`src/rtl/tag_fill_pkg.sv`:
```
// Shared types and constants for the tag fill unit; TAG_FILL_PLRU_EN selects
// tree pseudo-LRU replacement instead of the default round-robin pointer.
package tag_fill_pkg;

    localparam int WAYS               = 4;
    localparam int TAG_BITS_DEFAULT   = 10;
    localparam int INDEX_BITS_DEFAULT = 4;

`ifdef TAG_FILL_PLRU_EN
    localparam int POLICY_BITS = 3;
`else
    localparam int POLICY_BITS = 2;
`endif

    typedef enum logic [1:0] {
        IDLE   = 2'd0,
        SELECT = 2'd1,
        EVICT  = 2'd2,
        WRITE  = 2'd3
    } fillState_e;

    // Tree leaves are paired {0,2} (bit0=0) and {1,3} (bit0=1); bit1/bit2 pick within a pair.
    function automatic logic [1:0] plruVictim(input logic [2:0] tree);
        logic [1:0] way;
        if (tree[0] == 1'b0) begin
            way = tree[1] ? 2'd2 : 2'd0;
        end else begin
            way = tree[2] ? 2'd3 : 2'd1;
        end
        return way;
    endfunction

    function automatic logic [2:0] plruTouch(input logic [2:0] tree, input logic [1:0] way);
        logic [2:0] next;
        next = tree;
        if (way[0] == 1'b0) begin
            next[0] = 1'b1;
            next[1] = (way == 2'd0);
        end else begin
            next[0] = 1'b0;
            next[2] = (way == 2'd1);
        end
        return next;
    endfunction

endpackage

```
`src/rtl/tag_fill_unit_victim_select.sv`:
```
// Combinational victim choice: same-tag hit, else lowest invalid way, else policy way.
module victim_select
    import tag_fill_pkg::*;
#(
    parameter int tagBits = TAG_BITS_DEFAULT
) (
    input  logic [WAYS-1:0]         setValid,
    input  logic [WAYS*tagBits-1:0] setTags,
    input  logic [tagBits-1:0]      matchTag,
    input  logic [POLICY_BITS-1:0]  policy,
    output logic [1:0]              victimWay,
    output logic                    tagHit,
    output logic                    policyUsed
);

    logic       hitFound_s;
    logic [1:0] hitWay_s;
    logic       freeFound_s;
    logic [1:0] freeWay_s;
    logic [1:0] policyWay_s;

    // Scan from the top way down so the lowest-numbered candidate wins.
    always_comb begin
        hitFound_s  = 1'b0;
        hitWay_s    = 2'd0;
        freeFound_s = 1'b0;
        freeWay_s   = 2'd0;
        for (int w = WAYS - 1; w >= 0; w--) begin
            if (setValid[w] && (setTags[w*tagBits +: tagBits] == matchTag)) begin
                hitFound_s = 1'b1;
                hitWay_s   = 2'(w);
            end else begin
                hitFound_s = hitFound_s;
            end
            if (!setValid[w]) begin
                freeFound_s = 1'b1;
                freeWay_s   = 2'(w);
            end else begin
                freeFound_s = freeFound_s;
            end
        end
    end

    // Decode the replacement state into a way.
    always_comb begin
`ifdef TAG_FILL_PLRU_EN
        policyWay_s = plruVictim(policy);
`else
        policyWay_s = policy;
`endif
    end

    // Apply the priority order.
    always_comb begin
        tagHit = hitFound_s;
        if (hitFound_s) begin
            victimWay  = hitWay_s;
            policyUsed = 1'b0;
        end else if (freeFound_s) begin
            victimWay  = freeWay_s;
            policyUsed = 1'b0;
        end else begin
            victimWay  = policyWay_s;
            policyUsed = 1'b1;
        end
    end

endmodule

```
`src/rtl/tag_fill_unit.sv`:
```
// Cache tag fill unit: victim choice, dirty-victim handshake and tag/valid/dirty store.
// Define TAG_FILL_PLRU_EN for tree pseudo-LRU replacement (default: round-robin).
module tag_fill_unit
    import tag_fill_pkg::*;
#(
    parameter int tagBits   = TAG_BITS_DEFAULT,
    parameter int indexBits = INDEX_BITS_DEFAULT,
    parameter int ways      = WAYS
) (
    input  logic                    clock,
    input  logic                    reset,
    input  logic                    fillReq,
    output logic                    fillReady,
    input  logic [indexBits-1:0]    fillIndex,
    input  logic [tagBits-1:0]      fillTag,
    input  logic                    fillDirty,
    output logic                    fillDone,
    output logic [1:0]              fillWay,
    output logic                    evictValid,
    input  logic                    evictReady,
    output logic [tagBits-1:0]      evictTag,
    output logic [indexBits-1:0]    evictIndex,
    input  logic [indexBits-1:0]    lookupIndex,
    output logic [WAYS*tagBits-1:0] cacheTag,
    output logic [WAYS-1:0]         cacheValid,
    input  logic                    touchValid,
    input  logic [indexBits-1:0]    touchIndex,
    input  logic [1:0]              touchWay
);

    localparam int SETS = 1 << indexBits;

    logic [tagBits-1:0]     tagMem_r    [SETS][WAYS];
    logic [WAYS-1:0]        validMem_r  [SETS];
    logic [WAYS-1:0]        dirtyMem_r  [SETS];
    logic [POLICY_BITS-1:0] policyMem_r [SETS];

    fillState_e             state_r;
    logic                   fillReady_r;
    logic                   fillDone_r;
    logic [1:0]             fillWay_r;
    logic                   evictValid_r;
    logic [tagBits-1:0]     evictTag_r;
    logic [indexBits-1:0]   evictIndex_r;
    logic [indexBits-1:0]   fillIndex_r;
    logic [tagBits-1:0]     fillTag_r;
    logic                   fillDirty_r;
    logic                   tagHit_r;
    logic [WAYS*tagBits-1:0] cacheTag_r;
    logic [WAYS-1:0]        cacheValid_r;

    logic [WAYS*tagBits-1:0] lookupTags_s;
    logic [WAYS*tagBits-1:0] selTags_s;
    logic [WAYS-1:0]        selValid_s;
    logic [1:0]             victimWay_s;
    logic                   tagHit_s;
    logic                   policyUsed_s;
    logic [tagBits-1:0]     victimTag_s;
    logic                   needEvict_s;
    logic                   writeNow_s;
    logic                   newDirty_s;
    logic [POLICY_BITS-1:0] fillPolicy_s;

`ifdef TAG_FILL_PLRU_EN
    logic [POLICY_BITS-1:0] touchPolicy_s;
    logic                   unusedPolicyUsed_s;
    assign unusedPolicyUsed_s = policyUsed_s;
`else
    logic                   policyUsed_r;
    logic                   unusedTouch_s;
    assign unusedTouch_s = ^{touchValid, touchIndex, touchWay};
`endif

    assign fillReady  = fillReady_r;
    assign fillDone   = fillDone_r;
    assign fillWay    = fillWay_r;
    assign evictValid = evictValid_r;
    assign evictTag   = evictTag_r;
    assign evictIndex = evictIndex_r;
    assign cacheTag   = cacheTag_r;
    assign cacheValid = cacheValid_r;

    // Flatten the tags of the lookup set and of the set being filled.
    always_comb begin
        lookupTags_s = {(WAYS*tagBits){1'b0}};
        selTags_s    = {(WAYS*tagBits){1'b0}};
        for (int w = 0; w < ways; w++) begin
            lookupTags_s[w*tagBits +: tagBits] = tagMem_r[lookupIndex][w];
            selTags_s[w*tagBits +: tagBits]    = tagMem_r[fillIndex_r][w];
        end
    end

    assign selValid_s  = validMem_r[fillIndex_r];
    assign victimTag_s = tagMem_r[fillIndex_r][victimWay_s];
    assign needEvict_s = selValid_s[victimWay_s] && dirtyMem_r[fillIndex_r][victimWay_s]
                         && (victimTag_s != fillTag_r);
    assign writeNow_s  = (state_r == WRITE);
    // A same-tag refill keeps any dirtiness the line already had.
    assign newDirty_s  = fillDirty_r | (tagHit_r & dirtyMem_r[fillIndex_r][fillWay_r]);

    victim_select #(
        .tagBits    (tagBits)
    ) u_victim_select (
        .setValid   (selValid_s),
        .setTags    (selTags_s),
        .matchTag   (fillTag_r),
        .policy     (policyMem_r[fillIndex_r]),
        .victimWay  (victimWay_s),
        .tagHit     (tagHit_s),
        .policyUsed (policyUsed_s)
    );

    // Next replacement state; a touch to the set being written layers on the fill update.
    always_comb begin
        fillPolicy_s = policyMem_r[fillIndex_r];
`ifdef TAG_FILL_PLRU_EN
        fillPolicy_s = plruTouch(fillPolicy_s, fillWay_r);
        if (writeNow_s && (touchIndex == fillIndex_r)) begin
            touchPolicy_s = plruTouch(fillPolicy_s, touchWay);
        end else begin
            touchPolicy_s = plruTouch(policyMem_r[touchIndex], touchWay);
        end
`else
        if (policyUsed_r) begin
            fillPolicy_s = fillPolicy_s + 2'd1;
        end else begin
            fillPolicy_s = fillPolicy_s;
        end
`endif
    end

    // Fill sequencer with registered handshake outputs.
    always_ff @(posedge clock) begin
        if (reset) begin
            state_r      <= IDLE;
            fillReady_r  <= 1'b1;
            fillDone_r   <= 1'b0;
            fillWay_r    <= 2'd0;
            evictValid_r <= 1'b0;
            evictTag_r   <= {tagBits{1'b0}};
            evictIndex_r <= {indexBits{1'b0}};
            fillIndex_r  <= {indexBits{1'b0}};
            fillTag_r    <= {tagBits{1'b0}};
            fillDirty_r  <= 1'b0;
            tagHit_r     <= 1'b0;
`ifndef TAG_FILL_PLRU_EN
            policyUsed_r <= 1'b0;
`endif
        end else begin
            case (state_r)
                IDLE: begin
                    if (fillReq && fillReady_r) begin
                        fillIndex_r <= fillIndex;
                        fillTag_r   <= fillTag;
                        fillDirty_r <= fillDirty;
                        fillReady_r <= 1'b0;
                        state_r     <= SELECT;
                    end
                end
                SELECT: begin
                    fillWay_r <= victimWay_s;
                    tagHit_r  <= tagHit_s;
`ifndef TAG_FILL_PLRU_EN
                    policyUsed_r <= policyUsed_s;
`endif
                    if (needEvict_s) begin
                        evictValid_r <= 1'b1;
                        evictTag_r   <= victimTag_s;
                        evictIndex_r <= fillIndex_r;
                        state_r      <= EVICT;
                    end else begin
                        fillDone_r <= 1'b1;
                        state_r    <= WRITE;
                    end
                end
                EVICT: begin
                    if (evictReady) begin
                        evictValid_r <= 1'b0;
                        fillDone_r   <= 1'b1;
                        state_r      <= WRITE;
                    end
                end
                WRITE: begin
                    fillDone_r  <= 1'b0;
                    fillReady_r <= 1'b1;
                    state_r     <= IDLE;
                end
                default: begin
                    fillDone_r   <= 1'b0;
                    evictValid_r <= 1'b0;
                    fillReady_r  <= 1'b1;
                    state_r      <= IDLE;
                end
            endcase
        end
    end

    // Valid, dirty and replacement state; cleared by reset.
    always_ff @(posedge clock) begin
        if (reset) begin
            for (int s = 0; s < SETS; s++) begin
                validMem_r[s]  <= {WAYS{1'b0}};
                dirtyMem_r[s]  <= {WAYS{1'b0}};
                policyMem_r[s] <= {POLICY_BITS{1'b0}};
            end
        end else begin
            if (writeNow_s) begin
                validMem_r[fillIndex_r][fillWay_r] <= 1'b1;
                dirtyMem_r[fillIndex_r][fillWay_r] <= newDirty_s;
                policyMem_r[fillIndex_r]           <= fillPolicy_s;
            end
`ifdef TAG_FILL_PLRU_EN
            if (touchValid) begin
                policyMem_r[touchIndex] <= touchPolicy_s;
            end
`endif
        end
    end

    // Tag array; contents are meaningless until the valid bit is set.
    always_ff @(posedge clock) begin
        if (writeNow_s) begin
            tagMem_r[fillIndex_r][fillWay_r] <= fillTag_r;
        end
    end

    // Registered read port; returns pre-write contents on a same-cycle fill.
    always_ff @(posedge clock) begin
        if (reset) begin
            cacheTag_r   <= {(WAYS*tagBits){1'b0}};
            cacheValid_r <= {WAYS{1'b0}};
        end else begin
            cacheTag_r   <= lookupTags_s;
            cacheValid_r <= validMem_r[lookupIndex];
        end
    end

endmodule

```
`config.mk`:
```
export PLATFORM = sky130hd
export DESIGN_NAME = tag_fill_unit
export DESIGN_NICKNAME = d
export VERILOG_FILES = /design/src/rtl/tag_fill_pkg.sv /design/src/rtl/tag_fill_unit_victim_select.sv /design/src/rtl/tag_fill_unit.sv
export SDC_FILE = /design/constraint.sdc
export NUM_CORES = 1
export LEC_CHECK = 0
export CAP_MARGIN = 10
export CORE_ASPECT_RATIO = 1.5
export CORE_MARGIN = 3
export CORE_UTILIZATION = 30
export DETAILED_ROUTE_END_ITERATION = 8
export PLACE_DENSITY = 0.43
export SETUP_SLACK_MARGIN = 0.4
export SYNTH_ARGS = -nofsm -noshare
export SYNTH_HDL_FRONTEND = slang
export SYNTH_SLANG_ARGS = --single-unit
```
`constraint.sdc`:
```
create_clock -name clock -period 9 [get_ports clock]
set_input_delay 0.9 -clock clock [delete_from_list [all_inputs] [get_ports clock]]
set_output_delay 0.9 -clock clock [all_outputs]
set_load 0.05 [all_outputs]
```
==> run summary, run 1 <==
## Outcome
* outcome: completed

## Power and ir drop
* overall power: 11.15 mW
* Lkg Pwr: 15.21 nW
* worst vdd ir: 0.1469 mV
* Pwr Density: 230.7 mW/mm²

## Synthesis
* cell accounting for the most synthesized area: sky130_fd_sc_hd__edfxtp_1
* Synth async-reset ratio: 0
* post-synthesis average cell area: 15.78 µm²
* gate count of the mapped netlist: 2671
* post-synthesis sequential element count: 886
* netlist area before placement: 0.04216 mm²
* net count after synthesis: 2706
* most area-consuming cells after synthesis: sky130_fd_sc_hd__edfxtp_1 52%, sky130_fd_sc_hd__mux4_2 20%, sky130_fd_sc_hd__dfxtp_1 7.1%, sky130_fd_sc_hd__mux2i_1 4.0%, sky130_fd_sc_hd__nor2_1 2.6%
* Seq/Total Area, Yosys: 0.5955
* count of distinct cell types in the synthesized netlist: 87
* Main synth FF type: sky130_fd_sc_hd__edfxtp_1
* synthesis warning total: 0
* area share of the leading cell type in the synthesized netlist: 0.5242
* number of flops mapped to enable cells by yosys: 736

## Global route
* global-route wire length before repair: 208200 µm
* sum of overflow across all layers after global routing: 0
* antenna violations before repair: 11
* via count of the first global-routing pass: 26780
* pin count of the biggest net entering global routing: 100
* overall track demand over capacity in global routing: 0.2014

## Clock network
* number of buffers added to fix hold violations after cts: 0
* # clock sinks: 886
* clock slew at the register clock pins of the worst setup and hold paths: 0.06 ns
* number of H-tree levels: 3
* Post-CTS Setup Inserts: 0
* Skew-Pair Late Insertion Delay: 0.72 ns
* CTS tree: built
* number of buffers created by CTS: 95
* root buf cell: sky130_fd_sc_hd__clkbuf_16
* Resized Gates After CTS: 0
* deepest clock path buffer count: 3

## Routing
* sum of routed wire length over all layers: 148000 µm
* initial DRC count: 2485
* DRC violation count after routing: 0
* DRT antenna net count: 0
* detailed-route wire length per cell: 31.63 µm
* average vias per placed instance: 5.496
* Initial DRT Pass Iterations: 5
* via count: 25720

## Placed design
* routability congestion estimate from global placement: 0.8484
* placed instance count: 4501
* HPWL after detailed placement: 93530 µm
* Port Buf Inserts: 85

## Run
* number of maximum-capacitance constraint violations: 0

## Floorplan
* floorplan die height: 465.1 µm
* Top Ports: 93
* die footprint: 0.1452 mm²
* Core Rows: 167
* initial standard-cell utilization of the core: 0.3039
* chip width: 312.1 µm
* Core Box Area: 0.1387 mm²

## Timing
* Final Hold Vio Count: 0
* Worst-Margin Slew: 1.182 ns
* final setup TNS: 0 ns
* Worst Clk Skew: 0.03731 ns
* worst hold slack: 0.4837 ns
* setup repair after global routing missed its margin: no
* setup violators final: 0
* final count of pins violating max slew: 0
* Worst slew margin: 0.2109
* upper clock frequency limit: 132.7 MHz
* final worst path period share: 0.8371
* minimum period implied by the final worst setup slack: 7.534 ns

## Layout
* proportion of layout cells with a drive suffix above 1: 0.2625
* number of nets in the layout: 2774
* final std cells w/o fill: 4680
* layout overhead on the synthesized area: 14.65%

## Min path
* worst min-delay path class: reg -> reg

## Worst setup path
* required time at the endpoint of the critical path: 9.55 ns
* Setup Crit Path Kind: reg -> reg
* type of origin of the critical path: flip-flop
* Worst Path Arrival: 8.08 ns
* peak fanout along the critical path: 32
* endpoint type of the worst setup path: flip-flop

-- final timing paths --
path / startpoint / to / slack, ns / cells after the start
setup / recovery: flip-flop / evictTag[6]$_SDFFE_PP0P_ / 1.47 / 17
hold / removal: validMem_r[10][3]$_DFF_P_ / validMem_r[10][3]$_DFF_P_ / 0.48 / 1
setup reg to reg: flip-flop / evictTag[6]$_SDFFE_PP0P_ / 1.47 / 17
hold reg to reg: validMem_r[10][3]$_DFF_P_ / validMem_r[10][3]$_DFF_P_ / 0.48 / 1
-- layout by cell type (no fill, tap or decap), types with 80 or more instances in the layout --
cell type / n
sky130_fd_sc_hd__buf_4: 107
sky130_fd_sc_hd__clkbuf_16: 97
sky130_fd_sc_hd__clkdlybuf4s50_1: 80
sky130_fd_sc_hd__dfxtp_1: 136
sky130_fd_sc_hd__edfxtp_1: 736
sky130_fd_sc_hd__mux2i_1: 170
sky130_fd_sc_hd__mux4_2: 374
sky130_fd_sc_hd__nand2_1: 120
sky130_fd_sc_hd__nor2_1: 260
sky130_fd_sc_hd__o21ai_0: 81
-- state kept, by name, summed over array words and instances (netlist names), 4 cells and up, named ones only --
name         flops
dirtyMem_r      64
policyMem_r     32
fillIndex_r      4
cacheTag        40
evictIndex       4
evictTag        10
cacheValid       4
fillTag_r       10
tagMem_r       640
validMem_r      64
-- synthesized netlist by cell type (all sizes together) (5+ instances only) --
master     n
a221oi    11
nand2b    10
and3      12
a22o      10
o22ai      8
nor3      30
buf       92
or3       12
xor2      11
nand4      5
clkbuf   129
xnor2     36
a21oi     48
nor2     292
a211oi     8
nor4       7
o21ai     93
mux2      27
o211ai     8
and2      55
a31oi     13
or2       10
dfxtp    150
a2111oi    5
ha         5
a22oi     43
inv       17
edfxtp   736
mux4     374
o2bb2ai   18
mux2i    171
nand3     33
nor2b     19
nand2    121
-- logic make-up after synthesis --
logic type	synth area share
simple gates	0.06707
mux	0.2481
fa+ha+maj	0.001484
flops	0.5955
buf+inv	0.02902
xor+xnor	0.009764
compound gates	0.04912
-- report_power, final --
group	total (mW)	internal, mW	switching (mW)
clock	4.06	2.32	1.74
sequential	4.80	4.63	0.163
combinational	2.30	0.817	1.48
total	11.2	7.76	3.39
-- critical path: stages, from the launching register on --
cell	delay, ns
sky130_fd_sc_hd__dfxtp_4	0.77
sky130_fd_sc_hd__buf_4	0.57
sky130_fd_sc_hd__nor2b_1	0.88
sky130_fd_sc_hd__buf_4	0.33
sky130_fd_sc_hd__a221o_1	0.23
sky130_fd_sc_hd__o311ai_0	0.18
sky130_fd_sc_hd__a2111oi_0	0.59
sky130_fd_sc_hd__nand4_1	0.49
sky130_fd_sc_hd__or2_1	0.42
sky130_fd_sc_hd__o21ai_2	0.33
sky130_fd_sc_hd__mux2i_1	0.47
sky130_fd_sc_hd__xor2_1	0.15
sky130_fd_sc_hd__a31oi_1	0.23
sky130_fd_sc_hd__a221oi_1	0.16
sky130_fd_sc_hd__a311oi_4	0.74
sky130_fd_sc_hd__buf_4	0.39
sky130_fd_sc_hd__mux2i_1	0.22
sky130_fd_sc_hd__nor2_1	0.06
-- final cells by class --
| type | count | area, µm² |
|---|---|---|
| Tap cell | 1859 | 2326 |
| Timing Repair Buffer | 192 | 1693 |
| Fill cell | 13240 | 90410 |
| Clock inverter | 54 | 580.6 |
| Clock buffer | 123 | 2605 |
| Multi-Input combinational cell | 1545 | 15920 |
| Inverter | 19 | 73.82 |
| Sequential cell | 886 | 25130 |
| Antenna cell | 2 | 5.005 |
-- metal layers --
layer	routed length [µm]	up-vias	global-route usage
met5	23	-	0
met4	5300	4	0.07530
met3	8084	231	0.02630
met2	74800	991	0.3479
met1	59800	13740	0.2584
li1	-	10750	-
-- stage by stage --
stage	setup slack [ns]	utilization	cell area, µm²
4_1_cts	1.534	0.3483	48330
6_report	1.466	0.3484	48340
5_1_grt	1.168	0.3483	48330
3_3_place_gp	1.710	0.3254	45140
2_1_floorplan	4.196	-	42160
3_5_place_dp	1.561	0.3254	45140
Power figures use the tool's default switching activity.
==> inputs of run 2 (changes only) <==
Clock period 9 ns to 7.39 ns, I/O delays scaled along.
==> run 2 against run 1 <==
  * Maximum frequency rose by 17%
  * Register-to-register slack got worse by 0.53 ns
  * Routed wire length fell by 0.43%
  * Cell area barely moved
  * Critical path depth rose by 1
  * Utilization barely moved
  * Sequential share of layout area barely moved
  * Final cell count rose by 0.21%
  * Setup slack got worse by 0.53 ns
  * Clock-buffer cell count rose by 13
  * Hold slack improved by 0.0040 ns
  * Global-route usage fell by 0.070 points
==> run summary, run 2 (synthesized netlist as in run 1, its figures left out) <==
## Outcome
* outcome: completed

## Routing
* Routed met3 length: 7919 µm
* DRT antenna net count: 0
* detailed-route wire length per cell: 31.42 µm
* highest metal layer with signal wires: met4
* Routed met1 length: 61410 µm
* wire length on met2: 74000 µm
* sum of routed wire length over all layers: 147400 µm
* Initial DRT Pass Iterations: 8
* average vias per placed instance: 5.478
* via count: 25690
* DRC violation count after routing: 0
* initial DRC count: 2600

## Placed design
* routability congestion estimate from global placement: 0.8549
* HPWL after detailed placement: 94670 µm
* area of placed instances: 0.04525 mm²
* pre-CTS worst setup slack: 1.039 ns
* Port Buf Inserts: 85

## Global route
* global-route wire length before repair: 207700 µm
* pin count of the biggest net entering global routing: 99
* antenna violations before repair: 5
* overall track demand over capacity in global routing: 0.2007
* sum of overflow across all layers after global routing: 0
* via count of the first global-routing pass: 26870

## Layout
* layout overhead on the synthesized area: 14.72%
* proportion of layout cells with a drive suffix above 1: 0.2603
* leading registers by flop count: tagMem_r x640, dirtyMem_r x64, validMem_r x64
* most common library cell in the layout ignoring fill and taps: sky130_fd_sc_hd__edfxtp_1
* Layout Utilization: 0.3486
* finished layout cell area: 0.04837 mm²
* top register by number of flip-flops: tagMem_r
* filler cell count: 13300
* storage element area: 0.02513 mm²
* commonest cells after routing, fill and taps aside: 736 x sky130_fd_sc_hd__edfxtp_1, 374 x sky130_fd_sc_hd__mux4_2, 261 x sky130_fd_sc_hd__nor2_1
* max FFs per register: 640
* area used by multi-input combinational logic: 0.01592 mm²
* number of nets in the layout: 2781

## Timing
* Final Hold Vio Count: 0
* setup violators final: 0
* Worst Clk Skew: 0.04141 ns
* final setup TNS: 0 ns
* Worst-Margin Slew: 1.188 ns
* final setup slack of the worst path: 0.9324 ns
* worst hold slack: 0.4876 ns
* minimum period implied by the final worst setup slack: 6.458 ns
* setup repair after global routing missed its margin: no
* final count of pins violating max slew: 0
* final worst path period share: 0.8738
* upper clock frequency limit: 154.9 MHz
* Worst slew margin: 0.2070

## Power and ir drop
* worst vdd ir: 0.1857 mV
* Sw Pwr: 4.070 mW
* relative contribution of sequential cells to total power: 0.433
* total internal power: 9.387 mW
* Clock Power Share: 0.357
* Lkg Pwr: 15.21 nW
* combinational share of power: 0.209
* Pwr Density: 278.2 mW/mm²
* Sw Ratio: 0.3024

## Clock network
* Post-CTS Setup Inserts: 0
* root buf cell: sky130_fd_sc_hd__clkbuf_16
* number of buffers added to fix hold violations after cts: 0
* clock slew at the register clock pins of the worst setup and hold paths: 0.06 ns
* Resized Gates After CTS: 0
* # clock sinks: 886
* deepest clock path buffer count: 3
* Skew-Pair Late Insertion Delay: 0.72 ns
* number of H-tree levels: 3
* number of buffers created by CTS: 94
* CTS tree: built

## Run
* number of maximum-capacitance constraint violations: 0

## Worst setup path
* type of origin of the critical path: flip-flop
* endpoint type of the worst setup path: flip-flop
* peak fanout along the critical path: 30
* Worst Path Arrival: 7.04 ns
* required time at the endpoint of the critical path: 7.97 ns
* Setup Crit Path Kind: reg -> reg

## Floorplan
* initial standard-cell utilization of the core: 0.3039
* Core Box Area: 0.1387 mm²
* chip width: 312.1 µm
* floorplan die height: 465.1 µm
* die footprint: 0.1452 mm²
* Top Ports: 93
* Core Rows: 167

## Min path
* worst min-delay path class: reg -> reg

## run 2: cell count changes in the layout (fill, tap and decap cells not counted), moves of 3 or more
cell / delta
sky130_fd_sc_hd__clkbuf_1: +14
sky130_fd_sc_hd__inv_6: -3
sky130_fd_sc_hd__buf_12: +4
sky130_fd_sc_hd__buf_4: +4
sky130_fd_sc_hd__clkinv_1: -4
sky130_fd_sc_hd__clkinv_2: -5
## run 2: cell type report
class                           count  share of cell area
Antenna cell                        4           0.0002070
Clock buffer                      136             0.05443
Clock inverter                     41            0.009804
Inverter                           19            0.001526
Multi-Input combinational cell   1545              0.3291
Sequential cell                   886              0.5196
Tap cell                         1859             0.04809
Timing Repair Buffer              200             0.03728
## run 2: worst max-delay path, cell delays in order, from the launching register on
cell and delay [ns]:
sky130_fd_sc_hd__dfxtp_4 0.79, sky130_fd_sc_hd__buf_4 0.50, sky130_fd_sc_hd__nor2b_1 0.69, sky130_fd_sc_hd__a22oi_1 0.16, sky130_fd_sc_hd__nand2_1 0.33, sky130_fd_sc_hd__o311ai_0 0.23, sky130_fd_sc_hd__a2111oi_0 0.50, sky130_fd_sc_hd__nand4_1 0.34
sky130_fd_sc_hd__or2_1 0.37, sky130_fd_sc_hd__o21a_1 0.32, sky130_fd_sc_hd__buf_4 0.26, sky130_fd_sc_hd__nor3_1 0.18, sky130_fd_sc_hd__nor3_1 0.06, sky130_fd_sc_hd__a211oi_1 0.43, sky130_fd_sc_hd__a221oi_1 0.17, sky130_fd_sc_hd__a311oi_4 0.34
sky130_fd_sc_hd__buf_4 0.31, sky130_fd_sc_hd__mux2i_1 0.22, sky130_fd_sc_hd__nor2_1 0.05
## run 2: worst paths after layout
kind / startpoint / slack, ns / cells past startpoint / to
setup reg to reg: flip-flop / 0.93 / 18 / evictIndex[3]$_SDFFE_PP0P_
hold reg to reg: validMem_r[10][3]$_DFF_P_ / 0.49 / 1 / validMem_r[10][3]$_DFF_P_
setup / recovery: flip-flop / 0.93 / 18 / evictIndex[3]$_SDFFE_PP0P_
hold / removal: validMem_r[10][3]$_DFF_P_ / 0.49 / 1 / validMem_r[10][3]$_DFF_P_
## run 2: per-layer routing
metal  up-vias  global-route usage
li1      10770                   -
met1     13790              0.2643
met2       953              0.3464
met3       173             0.02492
met4         0             0.06081
met5         -                   0
## run 2: per-stage QoR
stage / power [mW] / std cells
after floorplan: 7.661 / 2671
after global placement: 8.738 / 4509
after detailed placement: 8.771 / 4509
after CTS: 13.62 / 4686
after global routing: 13.95 / 4687
final: 13.46 / 4690
## run 2: power by group through the flow
| stage | clock network [mW] | registers (mW) | logic, mW |
|---|---|---|---|
| 2_1_floorplan | 0 | 5.95 | 1.71 |
| 3_3_place_gp | 0 | 5.93 | 2.81 |
| 3_5_place_dp | 0 | 5.94 | 2.83 |
| 4_1_cts | 4.95 | 5.83 | 2.84 |
| 5_1_grt | 5.13 | 5.85 | 2.97 |
| 6_report | 4.81 | 5.83 | 2.82 |
